### src/rtl/datapath_regs.sv
// Register file and shared-bus datapath sitting under the microcoded control unit.
// Holds PC, AR, DR, IR, AC, R, R1-R4 and returns opcode and AC-zero flag to control.
module datapath_regs #(
  parameter int DATA_W = 16,
  parameter int ADDR_W = 16
) (
  input  logic              clk,
  input  logic              rst_n,
  input  logic [3:0]        read_en,
  input  logic [15:0]       write_en,
  input  logic [15:0]       inc_en,
  input  logic [15:0]       clr_en,
  input  logic              halt,
  input  logic [DATA_W-1:0] alu_result,
  input  logic [DATA_W-1:0] dm_rdata,
  input  logic [DATA_W-1:0] im_rdata,
  output logic [DATA_W-1:0] alu_a,
  output logic [DATA_W-1:0] alu_b,
  output logic [ADDR_W-1:0] dm_addr,
  output logic [DATA_W-1:0] dm_wdata,
  output logic              dm_we,
  output logic [ADDR_W-1:0] im_addr,
  output logic [DATA_W-1:0] bus,
  output logic [5:0]        instruction,
  output logic [15:0]       z,
  output logic [ADDR_W-1:0] pc,
  output logic [ADDR_W-1:0] ar,
  output logic [DATA_W-1:0] ac
);

  logic [ADDR_W-1:0] pc_q, pc_d, ar_q, ar_d;
  logic [DATA_W-1:0] dr_q, dr_d, ir_q, ir_d, ac_q, ac_d, r_q, r_d;
  logic [DATA_W-1:0] r1_q, r1_d, r2_q, r2_d, r3_q, r3_d, r4_q, r4_d;
  logic [DATA_W-1:0] ac_ld;
  logic              unused_strobes;

  // Per-register update: clear beats load, load beats increment.
  function automatic logic [DATA_W-1:0] nxt_data(input logic [DATA_W-1:0] q,
                                                 input logic [DATA_W-1:0] ld,
                                                 input logic clr, input logic wr,
                                                 input logic inc);
    logic [DATA_W-1:0] n;
    n = q;
    if (clr)      n = '0;
    else if (wr)  n = ld;
    else if (inc) n = q + DATA_W'(1);
    return n;
  endfunction

  function automatic logic [ADDR_W-1:0] nxt_addr(input logic [ADDR_W-1:0] q,
                                                 input logic [ADDR_W-1:0] ld,
                                                 input logic clr, input logic wr,
                                                 input logic inc);
    logic [ADDR_W-1:0] n;
    n = q;
    if (clr)      n = '0;
    else if (wr)  n = ld;
    else if (inc) n = q + ADDR_W'(1);
    return n;
  endfunction

  always_comb begin
    bus = '0;
    case (read_en)
      4'd1:  bus = DATA_W'(pc_q);
      4'd2:  bus = DATA_W'(ar_q);
      4'd3:  bus = dr_q;
      4'd4:  bus = ir_q;
      4'd5:  bus = ac_q;
      4'd6:  bus = r_q;
      4'd7:  bus = r1_q;
      4'd8:  bus = r2_q;
      4'd9:  bus = r3_q;
      4'd10: bus = r4_q;
      4'd12: bus = dm_rdata;
      4'd13: bus = im_rdata;
      4'd14: bus = ac_q;
      default: bus = '0;
    endcase
  end

  // write_en[12] routes the ALU result into AC and overrides a bus load.
  assign ac_ld = write_en[12] ? alu_result : bus;

  always_comb begin
    pc_d = pc_q;
    ar_d = ar_q;
    dr_d = dr_q;
    ir_d = ir_q;
    ac_d = ac_q;
    r_d  = r_q;
    r1_d = r1_q;
    r2_d = r2_q;
    r3_d = r3_q;
    r4_d = r4_q;
    if (!halt) begin
      pc_d = nxt_addr(pc_q, ADDR_W'(bus), clr_en[1], write_en[1], inc_en[1]);
      ar_d = nxt_addr(ar_q, ADDR_W'(bus), clr_en[2], write_en[2], inc_en[2]);
      ir_d = nxt_data(ir_q, bus, clr_en[3], write_en[3], inc_en[3]);
      ac_d = nxt_data(ac_q, ac_ld, clr_en[4], write_en[4] | write_en[12], inc_en[4]);
      r_d  = nxt_data(r_q,  bus, clr_en[5],  write_en[5],  inc_en[5]);
      r4_d = nxt_data(r4_q, bus, clr_en[7],  write_en[7],  inc_en[7]);
      r3_d = nxt_data(r3_q, bus, clr_en[8],  write_en[8],  inc_en[8]);
      r2_d = nxt_data(r2_q, bus, clr_en[9],  write_en[9],  inc_en[9]);
      r1_d = nxt_data(r1_q, bus, clr_en[10], write_en[10], inc_en[10]);
      if (read_en == 4'd12) dr_d = dm_rdata;
    end
  end

  always_ff @(posedge clk or negedge rst_n) begin
    if (!rst_n) begin
      pc_q <= '0;
      ar_q <= '0;
      dr_q <= '0;
      ir_q <= '0;
      ac_q <= '0;
      r_q  <= '0;
      r1_q <= '0;
      r2_q <= '0;
      r3_q <= '0;
      r4_q <= '0;
    end else begin
      pc_q <= pc_d;
      ar_q <= ar_d;
      dr_q <= dr_d;
      ir_q <= ir_d;
      ac_q <= ac_d;
      r_q  <= r_d;
      r1_q <= r1_d;
      r2_q <= r2_d;
      r3_q <= r3_d;
      r4_q <= r4_d;
    end
  end

  assign alu_a       = ac_q;
  assign alu_b       = r_q;
  assign dm_addr     = ar_q;
  assign dm_wdata    = bus;
  assign dm_we       = write_en[11] & ~halt;
  assign im_addr     = pc_q;
  assign instruction = ir_q[5:0];
  assign z           = {15'd0, (ac_q == '0)};
  assign pc          = pc_q;
  assign ar          = ar_q;
  assign ac          = ac_q;

  assign unused_strobes = ^{write_en[0], write_en[6], write_en[15:13],
                            inc_en[0], inc_en[6], inc_en[15:11],
                            clr_en[0], clr_en[6], clr_en[15:11]};

endmodule

### config.mk
export PLATFORM = sky130hd
export DESIGN_NAME = datapath_regs
export DESIGN_NICKNAME = d
export VERILOG_FILES = /design/src/rtl/datapath_regs.sv
export SDC_FILE = /design/constraint.sdc
export NUM_CORES = 1
export LEC_CHECK = 0
export ABC_AREA = 1
export BUFFER_PORTS_ARGS = -buffer_cell sky130_fd_sc_hd__buf_2
export CAP_MARGIN = 20
export CORE_ASPECT_RATIO = 0.7
export CORE_MARGIN = 8
export CORE_UTILIZATION = 51
export CTS_CLUSTER_DIAMETER = 200
export DETAILED_ROUTE_END_ITERATION = 6
export MAX_ROUTING_LAYER = met4
export PLACE_DENSITY = 0.83
export SYNTH_ARGS = -nofsm -noshare
export SYNTH_HDL_FRONTEND = slang
export SYNTH_SLANG_ARGS = --single-unit
export TNS_END_PERCENT = 30
### constraint.sdc
create_clock -name clk -period 1.8 [get_ports clk]
set_clock_uncertainty 0.15 [all_clocks]
set_input_delay 0.36 -clock clk [delete_from_list [all_inputs] [get_ports clk]]
set_output_delay 0.36 -clock clk [all_outputs]
set_load 0.01 [all_outputs]
-- Word level (Yosys, flattened, before mapping)
Index checks and enable logic that the tools add are counted.
- register bits after elaboration: 160
- input port bits: 103
- output and inout bits: 167
- logic and storage cells: 85
- add/subtract/negate cells: 9
- equality and inequality tests: 13
- muxes and demuxes: 29
- bitwise operators: 3
- reductions and logical operators: 21
- operators by type and width (cell ; count):
    16-bit two-way mux ; 28
    16-bit case mux with 12 select lines ; 1
    16-bit by 1-bit adder with 16-bit output (second input constant) ; 9
    3-bit nonzero test ; 9
    4-bit == test (second input constant) ; 6
    2-bit AND reduction ; 10
    4-bit by 3-bit == test with 1-bit output (second input constant) ; 4
    16-bit zero test ; 1
    4-bit by 2-bit == test with 1-bit output (second input constant) ; 2
    4-bit by 1-bit == test with 1-bit output (second input constant) ; 1
    2-bit OR reduction ; 1
    1-bit AND ; 1
    1-bit NOT ; 1
    1-bit OR ; 1

-- Depth between registers and ports, before layout
Gate-level depths: netlist of run 1.
- depth after elaboration: 6
- gate-level depth with buffers: 12
- depth with buffers taken out: 12

-- Least setup slack after synthesis of run 1
OpenSTA, ideal clock, no wires.
- path type: in2out
- start: input read_en[3]
- end: output dm_wdata[8]
- arrival time: 1548 ps
- data required time: 1290 ps
- setup slack: -258 ps
- cell stages on the path: 10
- buffers on the path: 2
- cells stage by stage: nand2_1 > inv_1 > nand2_1 > nand2_2 > buf_6 > nand2_1 > nand2_1 > nor2_2 > inv_1 > buf_4
- longest elaborated chain between the ends: 3
- elaborated cells between the ends (all ways): 15
- classes of those cells: eq/ne (13); mux (1); reduce/logical (1)
- RTL lines (what ; RTL line ; source):
    start, declared ; 9 ; input logic [3:0] read_en,
    4-bit == test / 4-bit by 3-bit == test with 1-bit output (equally long branches) ; 64 ; case (read_en)
    2-bit OR reduction (no source line) ; - ;
    16-bit case mux with 12 select lines (*) ; 64 ;
    end, declared ; 20 ; output logic [DATA_W-1:0] dm_wdata,
Mark *: on every way between the ends. The rest lies on a longest branch, timed or not.

-- Worst setup path after layout of run 1
- start: input read_en[1]
- end: output bus[8]
- longest elaborated chain between the ends: 3
- elaborated cells between the ends (all ways): 15
- classes of those cells: eq/ne (13); mux (1); reduce/logical (1)
- RTL lines (what ; RTL line ; source):
    4-bit == test / 4-bit by 3-bit == test with 1-bit output (equally long branches) ; 64 ;
    2-bit OR reduction (no source line) ; - ;
    16-bit case mux with 12 select lines (*) ; 64 ;
    end, declared ; 23 ; output logic [DATA_W-1:0] bus,
Marked as above.

==> flow_metrics.env, run 1 <==
export IMPL_layout_setup_ws_ns=-0.4535
export IMPL_postSynthCellCount=2205
export IMPL_cp_startpoint="read_en[1]"
export IMPL_synth_compound_area_share_pct=5.698
export IMPL_muxShareOfSynthArea_pct=1.280
export IMPL_crit_path_start_kind="input port"
export IMPL_crit_chain="buf_8, buf_6, inv_12, nor2_4, nand2_1, o21ai_1, nor2_1, nand2_1, nor2_4, inv_2, buf_6"
export IMPL_syn_mean_instance_area_um2=5.985
export IMPL_maxCapViolCount=0
export IMPL_fp_row_count=49
export IMPL_cp_max_fo=6
export IMPL_chipWidth_um=208.3
export IMPL_arrival_ns=1.74
export IMPL_track_usage_pct=38.55
export IMPL_remaining_drc_errors=7
export IMPL_ir_drop_uv=712.7
export IMPL_powerDensity_nw_per_um2=691.9
export IMPL_reg2reg_to="ac[0]$_DFFE_PN0P_"
export IMPL_final_area_um2=19030
export IMPL_area_growth_synth_to_final_pct=44.17
export IMPL_finalPower_uw=13160
export IMPL_min_path_type="input port to flip-flop"
export IMPL_grt_ovfl_total=0
export IMPL_grt_setup_unrepaired="true"
export IMPL_crit_type="input port to output port"
export IMPL_vias=16930
export IMPL_fin_nets=2774
export IMPL_start_util_pct=51.62
export IMPL_period_share_pct=125.2
export IMPL_dp_hpwl_um=45930
export IMPL_cp_slowest_stage_delay_ns=0.28
export IMPL_cp_endpoint="bus[8]"
export IMPL_viasPerCell=5.631
export IMPL_grt_max_degree=45
export IMPL_port_buffers=235
export IMPL_ios=270
export IMPL_wl_um=61390
export IMPL_maxSlewViolCount=0
export IMPL_yosysSeqAreaShare_pct=30.34
export IMPL_required_ns=1.29
export IMPL_route_met3_wl_um=8381
export IMPL_antenna_left=0
export IMPL_top_layer="met4"
export IMPL_fmax_ghz=0.4438
export IMPL_yosys_area_share_simple_pct=47.71
export IMPL_report_final_setup_viol=64
export IMPL_post_dp_cell_area_um2=16490
export IMPL_cp_end_kind="output port"
export IMPL_clk_path_buf_depth=2
export IMPL_period_minus_slack_ns=2.254
export IMPL_cts_root_buf="clkbuf_16"
export IMPL_cts_tree="done"
export IMPL_numCtsBuffers=17
export IMPL_first_global_vias=15240
export IMPL_drtIter0Drc=1964
export IMPL_die_area_um2=31360
export IMPL_die_h_um=150.6
export IMPL_synth_fa_ha_area_share_pct=0.9480
export IMPL_violations="design-rule violations, negative setup slack"
export IMPL_r2r_start="alu_b[0]$_DFFE_PN0P_"
export IMPL_status="finished with violations"
export IMPL_cts_sinks=160
export IMPL_insertion_delay_ns=0.46
export IMPL_path_clk_slew_ns=0.07
export IMPL_syn_cell_area_um2=13200
export IMPL_power_leakage_uw=0.01001
export IMPL_r2r_slack_ns=-0.07
export IMPL_reg2regPathDepth=11
export IMPL_cpMaxStageDelayCell="o21ai_1"
export IMPL_cts_max_level=4
export IMPL_drive_gt1_share_pct=35.13
export IMPL_ys_seq_elements=160
export IMPL_grt_pass1_wl_um=90140
export IMPL_yosysWarnings=0
export IMPL_finalHoldViolations=0
export IMPL_wl_per_cell_um=20.42
export IMPL_drtPass1Iterations=7
export IMPL_place_gp_congestion=1.045
export IMPL_antenna_found_initial=2
export IMPL_core_area_um2=25570
export IMPL_synth_top_family_by_area="simple AND/OR/NAND/NOR gates"
export IMPL_wl_met2_um=25930
export IMPL_synth_cell_type_count=38
export IMPL_drt_met1_wl_um=24480
export IMPL_synth_xor_area_share_pct=2.323
critical path: cells and delay by family:
kind                   cells  cell delay (ns)
AO/OA/AOI/OAI              1             0.28
buffers and inverters      5             0.41
AND/OR/NAND/NOR            5             0.68
Yosys cell counts, drive strengths merged:
library cell  count  area, µm²
mux2             15      168.9
o21a              1      7.510
clkbuf           35      132.6
ha               10      125.1
nor2            264       1124
xnor2             3      26.28
and3              2      12.51
inv             169      634.4
and2              1      6.260
nand2           965       3635
clkinv           12      45.04
o22ai             1      6.260
nor3             45      236.5
or2              16      100.1
a21oi            78      390.4
nand3           187      935.9
o31ai             2      15.01
o21bai            3      22.52
nor4              1      6.260
a22oi             1      7.510
nand4            36      225.2
nand3b            2      15.01
buf             103      729.5
o21ai            59      295.3
conb              1      3.750
o211ai            1      7.510
dfrtp           160       4004
xor2             32      280.3
logic make-up after synthesis:
| family | after synthesis |
|---|---|
| simple gates | 1519 |
| buf+inv | 319 |
| flops | 160 |
| compound gates | 146 |
| xor+xnor | 35 |
| mux | 15 |
| fa+ha+maj | 10 |
| other cells | 1 |
power by group:
part | switching [µW] | internal, µW
Clock | 1640 | 2160
Sequential | 467 | 4030
Combinational | 2840 | 2030
Total | 4950 | 8220
state kept, by name, indices dropped and copies added (netlist names):
| register | count |
|---|---|
| r1_q | 16 |
| r4_q | 16 |
| r2_q | 16 |
| dr_q | 16 |
| ar | 16 |
| im_addr | 16 |
| alu_b | 16 |
| r3_q | 16 |
| ir_q | 16 |
| ac | 16 |
through the flow:
stage                     instances  setup slack [ns]  util, %  setup TNS, ns  hold slack [ns]
after floorplan                2219          -0.02643        -        -0.1353         -0.08559
after global placement         2918           -0.6349    64.48         -91.01           0.1201
after detailed placement       2918           -0.6458    64.48         -92.98           0.1224
after CTS                      2979           -0.4323    70.28         -12.80         0.003875
after global routing           3006           -0.4657    74.41         -17.18         0.009308
final                          3007           -0.4535    74.42         -14.13          0.01614
final cells by class:
cell class                 count  area (µm²)
inverter                     181       729.5
tap                          331       414.1
sequential                   160        4041
timing repair buffer         560        4419
clock inverter                11       141.4
antenna                        3       7.507
multi-input combinational   1741        8837
clock buffer                  20       436.7
fill                        2072        6539
per-layer routing:
| layer | up-vias | global-route usage [%] |
|---|---|---|
| met4 | 0 | 13.84 |
| met1 | 7816 | 50.01 |
| met5 | - | - |
| li1 | 7774 | - |
| met2 | 1158 | 55.69 |
| met3 | 183 | 12.67 |
cells in the final DEF (no fill, tap or decap), types with 12 or more instances in the layout:
cell         n
dfrtp_1    130
o21ai_1     16
inv_2       45
nor2_4      47
a21oi_1     70
nor2_2      32
clkbuf_16   17
nand2_1    866
buf_4      252
nand2_4     19
nand3_1    168
dfrtp_2     30
nand2_2     72
buf_12      25
nor2_1     186
mux2_2      15
nor3_1      32
inv_1      118
buf_2      188
or2_2       16
conb_1      15
nand3_2     13
clkinv_1    12
xor2_1      31
buf_6       88
nand4_1     36
o21ai_0     33
worst min-delay path by stage:
stage                     start                endpoint  cells past startpoint
global placement          rst_n  im_addr[9]$_DFFE_PN0P_                      1
CTS                 dm_rdata[1]     dr_q[1]$_DFFE_PN0P_                      2
floorplan                 rst_n       ac[0]$_DFFE_PN0P_                      0
global route        dm_rdata[1]     dr_q[1]$_DFFE_PN0P_                      2
detailed placement        rst_n  im_addr[9]$_DFFE_PN0P_                      1
finish              dm_rdata[1]     dr_q[1]$_DFFE_PN0P_                      2
what timing repair did:
action                                  CTS  global route
endpoints found under the setup margin  136           165
pin swaps                                59            70
endpoints found under the hold margin   104             0
gates cloned                              2             0
hold buffers                              2             0
gates resized for setup                 191           246
setup buffers                            26            25
(Power assumes the default switching activity.)
==> inputs of run 2 (changes only) <==
==> constraint.sdc (replaced) <==
create_clock -name clk -period 1.8 [get_ports clk]
set_clock_uncertainty 0.15 [all_clocks]
set_input_delay 0.27 -clock clk [delete_from_list [all_inputs] [get_ports clk]]
set_output_delay 0.27 -clock clk [all_outputs]
set_load 0.01 [all_outputs]
==> flow_metrics.env, run 2 (synthesis results as in run 1) <==
export IMPL_dp_slack_ns=-0.5290
export IMPL_vias=17650
export IMPL_cp_max_fo=3
export IMPL_die_h_um=150.6
export IMPL_multiInputGateArea_um2=8803
export IMPL_area_growth_synth_to_final_pct=46.14
export IMPL_port_buffers=235
export IMPL_wl_per_cell_um=21.00
export IMPL_fp_row_count=49
export IMPL_layout_commonest_cell="nand2_1"
export IMPL_crit_path_start_kind="flip-flop"
export IMPL_crit_buf_inv=1
export IMPL_violations="negative setup slack"
export IMPL_required_ns=1.38
export IMPL_maxSlewViolCount=0
export IMPL_cts_max_level=4
export IMPL_holdPathStages=5
export IMPL_fin_cells=3069
export IMPL_hold_start="alu_result[12]"
export IMPL_first_global_vias=15920
export IMPL_fin_nets=2836
export IMPL_crit_type="flip-flop to output port"
export IMPL_r2r_slack_ns=-0.28
export IMPL_finalHoldViolations=0
export IMPL_reg2regPathDepth=10
export IMPL_clk_path_buf_depth=2
export IMPL_final_area_um2=19290
export IMPL_cts_sinks=160
export IMPL_dp_cells=2926
export IMPL_antenna_found_initial=2
export IMPL_grt_pass1_wl_um=94080
export IMPL_grt_ovfl_total=0
export IMPL_maxCapViolCount=0
export IMPL_period_minus_slack_ns=2.131
export IMPL_arrival_ns=1.71
export IMPL_crit_chain="nand2_2, nand4_1, nor2_4, nand2_4, buf_6"
export IMPL_powerDensity_nw_per_um2=693.9
export IMPL_numCtsBuffers=17
export IMPL_post_dp_cell_area_um2=16310
export IMPL_cpLargestDelayFamily="simple AND/OR/NAND/NOR gates"
export IMPL_place_gp_congestion=1.067
export IMPL_worstMarginPinSlew_ns=0.6536
export IMPL_report_final_setup_viol=63
export IMPL_track_usage_pct=39.80
export IMPL_mostFrequentLayoutCells="nand2_1 (865), buf_4 (317), buf_2 (195)"
export IMPL_drive_gt1_share_pct=37.61
export IMPL_min_path_type="input port to flip-flop"
export IMPL_power_leakage_uw=0.01022
export IMPL_die_area_um2=31360
export IMPL_dp_hpwl_um=47480
export IMPL_seq_area_um2=4053
export IMPL_cp_end_kind="output port"
export IMPL_cts_tree="done"
export IMPL_cp_slowest_stage_delay_ns=0.43
export IMPL_path_clk_slew_ns=0.07
export IMPL_drtPass1Iterations=7
export IMPL_reg2reg_to="ac[2]$_DFFE_PN0P_"
export IMPL_status="finished with violations"
export IMPL_wl_um=64450
export IMPL_insertion_delay_ns=0.46
export IMPL_core_area_um2=25570
export IMPL_holdPathEnd="ac[12]$_DFFE_PN0P_"
export IMPL_period_share_pct=118.4
export IMPL_start_util_pct=51.62
export IMPL_fin_hold_ws_ns=0.02764
export IMPL_fmax_ghz=0.4692
export IMPL_relSlewSlack_pct=56.43
export IMPL_r2r_start="ac[0]$_DFFE_PN0P_"
export IMPL_drtIter0Drc=2561
export IMPL_remaining_drc_errors=0
export IMPL_viasPerCell=5.749
export IMPL_post_route_util_pct=75.44
export IMPL_grt_setup_unrepaired="true"
export IMPL_grt_max_degree=40
export IMPL_ir_drop_uv=730.3
export IMPL_cts_root_buf="clkbuf_16"
export IMPL_layout_setup_ws_ns=-0.3314
export IMPL_ios=270
export IMPL_chipWidth_um=208.3
export IMPL_fillers=2035
export IMPL_cpMaxStageDelayCell="dfrtp_1"
export IMPL_antenna_left=0
==> run 2: changes by cell type in the layout (fill, tap and decap cells not counted), moves of 8 or more <==
| cell | change |
|---|---|
| buf_12 | -8 |
| buf_4 | +65 |
| buf_6 | -12 |
| dfrtp_1 | -9 |
| dfrtp_2 | +9 |
| dlygate4sd3_1 | +14 |
| nand2_2 | +12 |
| nand3_1 | -18 |
| nand3_2 | +19 |
| nor2_2 | +8 |
| nor2_4 | -10 |
| o21ai_0 | -9 |
==> run 2: worst max-delay path by stage <==
stage | from | end | slack (ns) | depth (start not counted)
floorplan | ac[2]$_DFFE_PN0P_ | ac[13]$_DFFE_PN0P_ | -0.02 | 8
CTS | im_addr[6]$_DFFE_PN0P_ | dm_wdata[6] | -0.31 | 7
detailed placement | read_en[3] | bus[2] | -0.53 | 14
global route | read_en[3] | bus[2] | -0.37 | 14
finish | im_addr[4]$_DFFE_PN0P_ | bus[4] | -0.33 | 5
global placement | read_en[3] | bus[10] | -0.52 | 11
==> run 2: worst reg2reg max path: stages, from the launching register on <==
cell     delay (ns)
dfrtp_2        0.46
buf_6          0.14
buf_6          0.10
buf_6          0.12
ha_2           0.20
buf_4          0.14
or2_2          0.27
a21oi_1        0.15
nor3_1         0.08
nand2_1        0.11
nand2_1        0.05
==> run 2: where the power goes <==
part | total [µW] | leakage, µW | switching [µW] | internal [µW]
combinational | 5050 | 0.00788 | 2910 | 2140
sequential | 4550 | 0.00205 | 518 | 4030
clock | 3790 | 0.000286 | 1670 | 2120
total | 13400 | 0.0102 | 5100 | 8290
==> run 2: metrics by stage <==
| step | power [µW] | setup TNS [ns] |
|---|---|---|
| 3_3_place_gp | 8470 | -64.05 |
| 6_report | 13380 | -11.75 |
| 5_1_grt | 13830 | -15.69 |
| 2_1_floorplan | 6494 | -0.03223 |
| 4_1_cts | 12700 | -8.229 |
| 3_5_place_dp | 8536 | -64.12 |
==> run 2: layout make-up <==
class                      instances  share of cell area, %
timing repair buffer             622                  24.51
tap                              331                  2.147
antenna                            2                0.02595
multi-input combinational       1741                  45.64
inverter                         181                  3.600
clock buffer                      20                  2.368
sequential                       160                  21.01
clock inverter                    12                 0.6941
==> run 2: repair_timing <==
item / 4_1_cts / 5_1_grt
hold buffers: 16 / 0
pin swaps: 72 / 103
endpoints found under the setup margin: 69 / 160
hold endpoints to repair: 123 / 0
gates resized for setup: 224 / 262
setup buffers: 48 / 51
gates cloned: 0 / 1
==> run 2: routing by layer <==
layer	vias up	GRT usage (%)	wire (µm)
met5	-	-	0
met4	0	14.93	2758
met3	221	12.38	9164
met2	1340	56.95	27400
met1	8204	52.26	25130
li1	7880	-	-
